===== config.mk =====
export PLATFORM = sky130hd
export DESIGN_NAME = riot_bus_arb
export DESIGN_NICKNAME = d
export VERILOG_FILES = /design/src/rtl/riot_bus_arb.sv
export SDC_FILE = /design/constraint.sdc
export NUM_CORES = 1
export LEC_CHECK = 0
export BUFFER_PORTS_ARGS = -buffer_cell sky130_fd_sc_hd__buf_2
export CORE_MARGIN = 2
export CORE_UTILIZATION = 42
export CTS_BUF_LIST = sky130_fd_sc_hd__clkbuf_8
export CTS_CLUSTER_SIZE = 25
export DETAILED_ROUTE_END_ITERATION = 10
export HOLD_SLACK_MARGIN = 0.05
export PLACE_DENSITY = 0.85
export SLEW_MARGIN = 30
export SYNTH_ARGS = -nofsm -noshare
export SYNTH_HDL_FRONTEND = slang
export SYNTH_SLANG_ARGS = --single-unit

===== constraint.sdc =====
create_clock -name CLK -period 1.2 [get_ports CLK]
set_clock_uncertainty 0.1 [all_clocks]
set_input_delay 0.06 -clock CLK [delete_from_list [all_inputs] [get_ports CLK]]
set_output_delay 0.06 -clock CLK [all_outputs]
set_load 0.005 [all_outputs]

===== src/rtl/riot_bus_arb.sv =====
// riot_bus_arb: two-port arbiter sequencing single-access transactions onto a RIOT bus
module riot_bus_arb #(
  parameter bit RR_EN = 1'b1
) (
  input  logic       CLK,
  input  logic       RES,
  input  logic       req0,
  input  logic       req1,
  input  logic       we0,
  input  logic       we1,
  input  logic       rs_n0,
  input  logic       rs_n1,
  input  logic [6:0] addr0,
  input  logic [6:0] addr1,
  input  logic [7:0] wdata0,
  input  logic [7:0] wdata1,
  output logic       ack0,
  output logic       ack1,
  output logic [7:0] rdata0,
  output logic [7:0] rdata1,
  output logic [6:0] A,
  output logic [7:0] Din,
  output logic       CS,
  output logic       CS_n,
  output logic       R_W_n,
  output logic       RS_n,
  input  logic [7:0] Dout,
  output logic       busy,
  output logic [1:0] gnt
);
  typedef enum logic [1:0] {IDLE, ISSUE, CAPT} state_t;
  state_t state;
  logic last;
  logic sel;
  always_comb sel = RR_EN ? ((req0 && req1) ? ~last : req1) : ~req0;
  assign CS_n = ~CS;
  assign busy = |gnt;
  // CS is raised only on the IDLE->ISSUE edge, so a timer write can never repeat
  always_ff @(posedge CLK)
    if (RES) begin
      state  <= IDLE;
      CS     <= 1'b0;
      R_W_n  <= 1'b1;
      RS_n   <= 1'b1;
      A      <= '0;
      Din    <= '0;
      ack0   <= 1'b0;
      ack1   <= 1'b0;
      rdata0 <= '0;
      rdata1 <= '0;
      gnt    <= '0;
      last   <= 1'b1;
    end else begin
      ack0 <= 1'b0;
      ack1 <= 1'b0;
      case (state)
        IDLE:
          if (req0 || req1) begin
            state <= ISSUE;
            CS    <= 1'b1;
            gnt   <= sel ? 2'b10 : 2'b01;
            last  <= sel;
            A     <= sel ? addr1 : addr0;
            Din   <= sel ? wdata1 : wdata0;
            R_W_n <= ~(sel ? we1 : we0);
            RS_n  <= sel ? rs_n1 : rs_n0;
          end
        ISSUE: begin
          state <= CAPT;
          CS    <= 1'b0;
        end
        CAPT: begin
          state <= IDLE;
          ack0  <= gnt[0];
          ack1  <= gnt[1];
          if (R_W_n && gnt[0]) rdata0 <= Dout;
          if (R_W_n && gnt[1]) rdata1 <= Dout;
          gnt   <= '0;
          A     <= '0;
          Din   <= '0;
          R_W_n <= 1'b1;
          RS_n  <= 1'b1;
        end
        default: state <= IDLE;
      endcase
    end
endmodule


==> impl_metrics.yaml, run 1 <==
yosys:
  synthesis.area_mm2: 0.00165
  synth.avg_cell_area_um2: 9.74
  synth_nets: 215
  netlist-cell-type-count: 32
  yosysWarningCount: 0
  synthCells: 169
  synth-seq-cells: 41
  ys_seq_area_share_pct: 49.9
drt:
  drt_pass1_iterations: 4
  drt-initial-drc-count: 155
  routed_wirelength_um: 5910
  drc: 0
  vias_per_cell: 5.22
  ant_nets: 0
  num_vias: 1922
  avgRoutedWirePerCell_um: 16.1
placed_design:
  hpwl_um: 3050
  io_buffers: 85
  routabilityCongestion: 0.826
  place_inst: 308
  place_area_mm2: 0.00219
final_layout:
  final_cell_mix: "85 x buf_2, 43 x dlygate4sd3_1, 36 x dfxtp_1, 22 x nand2_1"
  fin_nets: 365
  drive_gt1_share_pct: 54.1
  final_common_cell: "buf_2"
  area_delta_synth_final_pct: 85.2
  diodes: 0
  fillers: 212
  stdcell_area_mm2: 0.00305
  seq_area_um2: 832
  multi_input_area_um2: 956
  final_cells: 368
setup_path:
  crit_path_end_kind: "flop"
  worstRegToRegCells: 4
  slowest_stage: "dfxtp_2"
  worst_r2r_endpoint: "RS_n$_SDFFE_PP1P_"
  r2r_slack_ps: -90
  crit_end: "RS_n$_SDFFE_PP1P_"
  cp_cell_sequence: "a21boi_4 -> buf_6 -> mux2_4 -> o22a_1"
  path_max_fanout: 3
  critical_path_class: "reg -> reg"
  rr_startpoint: "last$_SDFFE_PP1P_"
  slowest_delay_ps: 340
  cp-startpoint: "last$_SDFFE_PP1P_"
  cp.arrival_ps: 1380
  critPathTopFamily: "flip-flops"
  cp.depth: 4
  critical_path_buf_inv_count: 1
  cp-start-kind: "flop"
  required_ps: 1290
timing:
  setup_violations: 32
  worst_slack_ps: -92.0
  worstMarginPinSlew_ps: 271
  finalSetupTns_ps: -1600
  whs_ps: 79.3
  timing.final.crit_share_pct: 108
  timing.slew.headroom_pct: 81.9
  finalMaxSlewViolations: 0
  fin_crit_ps: 1290
  hold_viol: 0
  grt_setup_unrepaired: "true"
  fmax_ghz: 0.774
clock_network:
  clockBufferDepth: 2
  numCtsBuffers: 5
  clock_latency_ps: 290
  cts_sinks: 41
  cts_root_buf: "clkbuf_8"
  cts.htree.levels: 2
  clk_pin_slew_ps: 70
  cts_tree: "yes"
die:
  core_area_mm2: 0.00372
  initial_core_util_pct: 44.3
  num_rows: 22
  die_area_mm2: 0.00443
  die_w_um: 66.6
  io_pins: 86
  die_h_um: 66.6
power_and_ir_drop:
  max-vdd-ir-drop_mv: 0.824
  power_density_mw_per_mm2: 1020
  p_total_mw: 3.10
  p_leak_nw: 1.37
run_status:
  outcome: "complete, but fails checks"
  violations: "negative setup slack"
global_routing:
  gr-total-overflow: 0
  first_global_vias: 1843
  antenna_found_initial: 0
  grt_use_total_pct: 24.8
  grt_pass1_wl_um: 8170
  grt_max_degree: 17
worst_hold_path:
  hold_depth: 3
  hold_path.class: "in -> reg"
run:
  cap_viol_max_count: 0
==> power breakdown <==
part           internal (mW)  total, mW  leakage [nW]  switching, mW
Combinational          0.426      0.744         0.984          0.318
Sequential              1.44       1.50         0.337         0.0579
Clock                  0.394      0.858        0.0491          0.464
==> worst register-to-register path: stages, from the launching register on <==
cell      delay, ps
dfxtp_2         340
a21boi_4        180
buf_6           120
mux2_4          290
o22a_1          150
==> layout make-up <==
class	count	share of cell area [%]
timing repair buffer	153	36.4
multi-input combinational	116	31.4
sequential	41	27.3
clock buffer	5	2.26
tap	48	1.97
clock inverter	3	0.452
inverter	2	0.246
==> sequential cells by signal, indices dropped and copies added (netlist names) <==
register and count:
Din 8, R_W_n 1, A 7, state 2, rdata1 8, ack0 1, ack1 1, rdata0 8
gnt 2, last 1, CS 1, RS_n 1
==> cell usage after synthesis (all sizes together) <==
library cell / count / area share, %
a21boi: 1 / 0.68
a21oi: 19 / 5.8
a22oi: 1 / 0.46
a31oi: 2 / 0.76
and3: 1 / 0.46
and4b: 2 / 1.2
buf: 10 / 4.9
clkbuf: 1 / 0.23
dfxtp: 41 / 50
inv: 2 / 0.46
mux2: 1 / 0.91
mux2i: 13 / 7.9
nand2: 34 / 7.8
nand2b: 1 / 0.38
nand3: 3 / 0.91
nand3b: 1 / 0.46
nand4: 2 / 0.76
nand4b: 2 / 1.1
nor2: 2 / 0.46
nor3: 2 / 1.2
nor4bb: 2 / 1.2
o21ai: 6 / 1.8
o21ba: 1 / 0.61
o21bai: 2 / 0.91
o22a: 2 / 1.1
o2bb2ai: 13 / 6.9
or2: 1 / 0.38
or2b: 1 / 0.46
==> metrics by stage <==
stage                     worst slack, ps  util, %
after floorplan                     -72.9        -
after global placement              -42.6     59.0
after detailed placement             -112     59.0
after CTS                           -75.4     75.3
after global routing                 -142     82.0
final                               -92.0     82.0
==> cell families after synthesis <==
family	count (synthesis)	share of synthesized area (%)
multiplexers	14	8.82
AND/OR/NAND/NOR	54	16.7
AO/OA/AOI/OAI	47	19.0
flip-flops	41	49.9
buffers and inverters	13	5.55
==> repair_timing <==
item,in CTS,in global routing
setup endpoints to repair,33,37
pin swaps,11,31
endpoints found under the hold margin,34,3
cloned,2,1
buffers inserted,6,1
hold buffers,38,5
resized for setup,15,60
==> per-layer routing <==
metal  part of all wire, %  global-route usage [%]  wire, µm  vias up
li1                      -                       -         -      911
met1                    37                    25.7      2200      902
met2                    55                    46.8      3240       90
met3                   5.4                    5.57       321       19
met4                   2.7                    11.7       159        0
met5                     0                       0         0        -
==> worst min path at each step <==
| stage | slack, ps | start | endpoint |
|---|---|---|---|
| floorplan | 100 | Dout[0] | rdata0[0]$_SDFFE_PP0P_ |
| global placement | 210 | RES | Din[7]$_SDFFE_PP0P_ |
| detailed placement | 220 | Dout[7] | rdata0[7]$_SDFFE_PP0P_ |
| CTS | -90 | RES | A[6]$_SDFFE_PP0P_ |
| global route | 80 | RES | gnt[0]$_SDFFE_PP0P_ |
| finish | 80 | RES | gnt[0]$_SDFFE_PP0P_ |
Note: power is estimated with default switching activity, not from simulation.
==> run 2: changes to the inputs <==
ABC_AREA = 1   (was default)
CORE_UTILIZATION = 43   (was 42)
==> impl_metrics.yaml, run 2 <==
worst_hold_path:
  hold_path.class: "in -> reg"
timing:
  setup_violations: 2
  worst_slack_ps: -4.44
  hold_viol: 0
  worstMarginPinSlew_ps: 278
  timing.final.crit_share_pct: 100
  timing.slew.headroom_pct: 81.4
  fin_crit_ps: 1200
  grt_setup_unrepaired: "true"
  fmax_ghz: 0.830
  finalSetupTns_ps: -6.35
  finalMaxSlewViolations: 0
yosys:
  synth_top_cell_by_area: "dfxtp_1"
  synth_nets: 283
  yosysWarningCount: 0
  synth_edf_count: 0
  netlist-cell-type-count: 22
  ys_seq_area_share_pct: 46.0
  synthCells: 237
  yosys-top-cells-count: "48 x nor2_1, 41 x dfxtp_1, 36 x nand2_1"
  synth_top_area_share_pct: 46.0
  synth-seq-cells: 41
  synth.avg_cell_area_um2: 7.53
  synth.most_common_cell: "nor2_1"
  ys_async_sr_fraction_pct: 0
  synthTopCellsByArea: "dfxtp_1 46%, nor2_1 10%, nand2_1 7.6%"
  synthesis.area_mm2: 0.00179
  ys.flop_type: "dfxtp_1"
final_layout:
  final_common_cell: "buf_2"
  final_cell_mix: "85 x buf_2, 46 x nor2_1, 41 x dlygate4sd3_1, 36 x dfxtp_1, 30 x nand2_1"
  fin_nets: 425
  drive_gt1_share_pct: 41.6
  final_cells: 430
  area_delta_synth_final_pct: 65.7
  fin_util_pct: 74.0
  reg_top3: "Din x8, rdata0 x8, rdata1 x8"
  diodes: 0
power_and_ir_drop:
  p_seq_share_pct: 47.7
  swShare_pct: 29.1
  power_density_mw_per_mm2: 1070
  power_frac_clock_pct: 28.0
  max-vdd-ir-drop_mv: 0.954
  p_total_mw: 3.17
  p_leak_nw: 1.50
  switchingPower_mw: 0.921
  p_comb_share_pct: 24.3
  p_int_mw: 2.25
run_status:
  violations: "negative setup slack"
  outcome: "complete, but fails checks"
die:
  die_h_um: 68.4
  core_area_mm2: 0.00400
  num_rows: 23
  io_pins: 86
  initial_core_util_pct: 44.6
  die_area_mm2: 0.00468
  die_w_um: 68.4
placed_design:
  hpwl_um: 3390
  routabilityCongestion: 0.844
  pre_cts_ws_ps: -91.3
  place_inst: 377
  io_buffers: 85
drt:
  drt-initial-drc-count: 120
  drt_pass1_iterations: 4
  ant_nets: 0
  avgRoutedWirePerCell_um: 13.3
  routed_wirelength_um: 5700
  drc: 0
  vias_per_cell: 4.84
  num_vias: 2080
setup_path:
  r2r_slack_ps: -4
  critical_path_class: "reg -> reg"
  slowest_delay_ps: 370
  path_max_fanout: 7
  required_ps: 1330
  cp-start-kind: "flop"
  cp_cell_sequence: "nor2_4 -> nand2_4 -> nor2_4 -> buf_12 -> nand2_2 -> o21ai_2"
  slowest_stage: "dfxtp_4"
  crit_path_end_kind: "flop"
  cp.arrival_ps: 1330
  critPathMostFrequentCell: "nor2_4"
clock_network:
  cts.htree.levels: 2
  numCtsBuffers: 5
  cts_tree: "yes"
  clk_pin_slew_ps: 80
  cts_sinks: 41
  clockBufferDepth: 2
  clock_latency_ps: 290
  cts_root_buf: "clkbuf_8"
global_routing:
  grt_pass1_wl_um: 8450
  grt_use_total_pct: 24.6
  gr-total-overflow: 0
  first_global_vias: 1981
  antenna_found_initial: 0
  grt_max_degree: 25
run:
  cap_viol_max_count: 0
[run 2: cell count changes in the layout (fill, tap and decap cells not counted), sizes merged, moves of 8 or more]
cell,delta
nand2,+8
nand3,+21
inv,+19
o21ai,+22
a21oi,-15
o2bb2ai,-13
nor2,+50
mux2i,-13
[run 2: power by group through the flow]
| stage | combinational, mW | sequential [mW] | clock [mW] |
|---|---|---|---|
| after floorplan | 0.319 | 1.54 | 0 |
| after global placement | 0.563 | 1.53 | 0 |
| after detailed placement | 0.576 | 1.54 | 0 |
| after CTS | 0.700 | 1.51 | 0.905 |
| after global routing | 0.847 | 1.52 | 0.947 |
| final | 0.768 | 1.51 | 0.888 |
[run 2: timing repair]
item                                   in CTS  in global routing
setup buffers                               2                  3
hold buffers                               40                  1
endpoints found under the hold margin      38                  1
gates resized for setup                     6                 45
pin swaps                                   1                  7
setup endpoints to repair                  32                 36
[run 2: critical path: cells and delay by family (launching register included)]
| family | cells | cell delay (ps) |
|---|---|---|
| buffers and inverters | 1 | 140 |
| DFF | 1 | 370 |
| AOI/OAI and AO/OA | 1 | 110 |
| and+or+nand+nor | 4 | 410 |
[run 2: area by class of cell]
cell class              instances  area (µm²)
clock buffers                   5        68.8
fillers                       287        1040
multi-input cells             165         888
clock inverters                 3        17.5
repair buffers                144        1000
flip-flops and latches         41         830
well taps                      50        62.6
inverters                      22        90.1
[run 2: routing by layer]
metal / up-vias / global-route usage (%) / wire length, µm
li1: 1039 / - / -
met1: 944 / 25.4 / 2220
met2: 80 / 44.7 / 2990
met3: 17 / 6.25 / 340
met4: 0 / 13.5 / 157
met5: - / 0 / 0
[run 2: per-stage QoR]
step | hold WS (ps) | instance area [µm²]
after global placement | 198 | 2320
after detailed placement | 207 | 2320
final | 61.1 | 2960
after global routing | 105 | 2960
after CTS | -3.86 | 2850
after floorplan | 94.9 | 1790
[run 2: worst paths after layout]
| kind | cells past startpoint | startpoint | end |
|---|---|---|---|
| max | 6 | state[1]$_SDFFE_PP0P_ | Din[3]$_SDFFE_PP0P_ |
| min | 6 | we0 | R_W_n$_SDFFE_PP1P_ |
| max reg2reg | 6 | state[1]$_SDFFE_PP0P_ | Din[3]$_SDFFE_PP0P_ |
| min reg2reg | 2 | Din[6]$_SDFFE_PP0P_ | Din[6]$_SDFFE_PP0P_ |
[run 2: cell families after synthesis]
logic type      count (synthesis)  synth area share (%)
compound gates                 32                  10.9
buf+inv                        31                  8.06
flops                          41                  46.0
simple gates                  133                  35.1
==> run 3: changes to the inputs <==
SKIP_LAST_GASP = 1   (was default)
==> impl_metrics.yaml, run 3 (synthesized netlist as in run 2, its figures left out) <==
final_layout:
  reg_top3: "Din x8, rdata0 x8, rdata1 x8"
  diodes: 0
  drive_gt1_share_pct: 40.8
  fin_nets: 425
  final_cell_mix: "85 x buf_2, 46 x nor2_1, 41 x dlygate4sd3_1, 36 x dfxtp_1, 32 x nand2_1"
  area_delta_synth_final_pct: 65.2
  final_cells: 430
  fin_util_pct: 73.8
  final_common_cell: "buf_2"
worst_hold_path:
  holdPathEnd: "R_W_n$_SDFFE_PP1P_"
  hold_path.class: "in -> reg"
  min_from: "we0"
  hold_depth: 6
timing:
  fmax_ghz: 0.820
  finalSetupTns_ps: -28.1
  hold_viol: 0
  fin_crit_ps: 1220
  worst_slack_ps: -20.1
  timing.final.crit_share_pct: 102
  finalMaxSlewViolations: 0
  grt_setup_unrepaired: "true"
  setup_violations: 2
  worstMarginPinSlew_ps: 281
  timing.slew.headroom_pct: 81.2
placed_design:
  place_inst: 377
  hpwl_um: 3390
  io_buffers: 85
  routabilityCongestion: 0.844
  pre_cts_ws_ps: -91.3
drt:
  drc: 0
  vias_per_cell: 4.81
  drt_pass1_iterations: 4
  num_vias: 2070
  avgRoutedWirePerCell_um: 13.2
  routed_wirelength_um: 5680
  ant_nets: 0
  drt-initial-drc-count: 132
power_and_ir_drop:
  p_int_mw: 2.24
  p_seq_share_pct: 47.8
  swShare_pct: 28.9
  power_frac_clock_pct: 27.9
  switchingPower_mw: 0.913
  p_comb_share_pct: 24.2
  max-vdd-ir-drop_mv: 0.958
  p_total_mw: 3.16
  power_density_mw_per_mm2: 1070
  p_leak_nw: 1.49
global_routing:
  grt_max_degree: 25
  gr-max-usage-layer: "met2"
  grt_use_met3_pct: 6.25
  gr-total-overflow: 0
  antenna_found_initial: 0
  grt_use_total_pct: 24.6
  met2_usage_pct: 44.7
  grt.met1_usage_pct: 25.4
  first_global_vias: 1981
  grt_pass1_wl_um: 8450
setup_path:
  cp-start-kind: "flop"
  path_max_fanout: 7
  rr_startpoint: "state[1]$_SDFFE_PP0P_"
  critPathMostFrequentCell: "nor2_4"
  worstRegToRegCells: 6
  cp_cell_sequence: "nor2_4 -> nand2_4 -> nor2_4 -> buf_12 -> nand2_1 -> o21ai_2"
  critPathTopFamily: "simple AND/OR/NAND/NOR gates"
  slowest_stage: "dfxtp_4"
  slowest_delay_ps: 370
  r2r_slack_ps: -20
  worst_r2r_endpoint: "Din[3]$_SDFFE_PP0P_"
  critical_path_buf_inv_count: 1
  critical_path_class: "reg -> reg"
  cp.depth: 6
  required_ps: 1320
  crit_path_end_kind: "flop"
  cp.arrival_ps: 1340
run_status:
  outcome: "complete, but fails checks"
  violations: "negative setup slack"
clock_network:
  clk_pin_slew_ps: 80
  cts_tree: "yes"
  cts_sinks: 41
  cts.htree.levels: 2
  clockBufferDepth: 2
  clock_latency_ps: 290
  numCtsBuffers: 5
  cts_root_buf: "clkbuf_8"
die:
  initial_core_util_pct: 44.6
  die_area_mm2: 0.00468
  io_pins: 86
  die_w_um: 68.4
  core_area_mm2: 0.00400
  die_h_um: 68.4
  num_rows: 23
run:
  cap_viol_max_count: 0
run 3: cell counts in the layout (fill, tap and decap cells not counted):
No cell type changed its count.
run 3: area by class of cell:
class	instances	area, µm²
fillers	286	1050
repair buffers	144	1000
multi-input cells	165	880
flip-flops and latches	41	830
inverters	22	90.1
clock buffers	5	68.8
well taps	50	62.6
clock inverters	3	17.5
run 3: timing repair:
action                     in CTS  in global routing
setup endpoints to repair      32                 36
gates resized for setup         6                 42
hold buffers                   40                  1
buffers inserted                2                  3
hold endpoints to repair       38                  1
pin swaps                       1                  7
run 3: worst max-delay path by stage:
stage                     startpoint                  end
6_report       state[1]$_SDFFE_PP0P_  Din[3]$_SDFFE_PP0P_
3_5_place_dp   state[1]$_SDFFE_PP0P_  Din[3]$_SDFFE_PP0P_
4_1_cts        state[1]$_SDFFE_PP0P_  Din[6]$_SDFFE_PP0P_
3_3_place_gp       last$_SDFFE_PP1P_  Din[4]$_SDFFE_PP0P_
2_1_floorplan      last$_SDFFE_PP1P_    A[2]$_SDFFE_PP0P_
5_1_grt        state[1]$_SDFFE_PP0P_    A[2]$_SDFFE_PP0P_
run 3: stage by stage:
step                hold WS [ps]  cell area [µm²]
global route                 105             2950
detailed placement           207             2320
finish                      61.8             2950
global placement             198             2320
CTS                        -3.86             2850
floorplan                   94.9             1790
run 3: worst reg2reg max path: cells and delay by family, from the launching register on:
| kind | cells | cell delay, ps |
|---|---|---|
| AND/OR/NAND/NOR | 4 | 420 |
| flip-flops | 1 | 370 |
| buffers and inverters | 1 | 140 |
| AO/OA/AOI/OAI | 1 | 120 |
run 3: layer usage:
| metal | vias to the layer above | wire length, µm |
|---|---|---|
| li1 | 1038 | - |
| met1 | 927 | 2180 |
| met2 | 84 | 2940 |
| met3 | 21 | 396 |
| met4 | 0 | 170 |
| met5 | - | 0 |
run 3: power by group through the flow:
stage / Clock (mW) / Combinational (mW) / Sequential, mW
finish: 0.882 / 0.765 / 1.51
global route: 0.947 / 0.843 / 1.52
CTS: 0.905 / 0.700 / 1.51
detailed placement: 0 / 0.576 / 1.54
global placement: 0 / 0.563 / 1.53
floorplan: 0 / 0.319 / 1.54
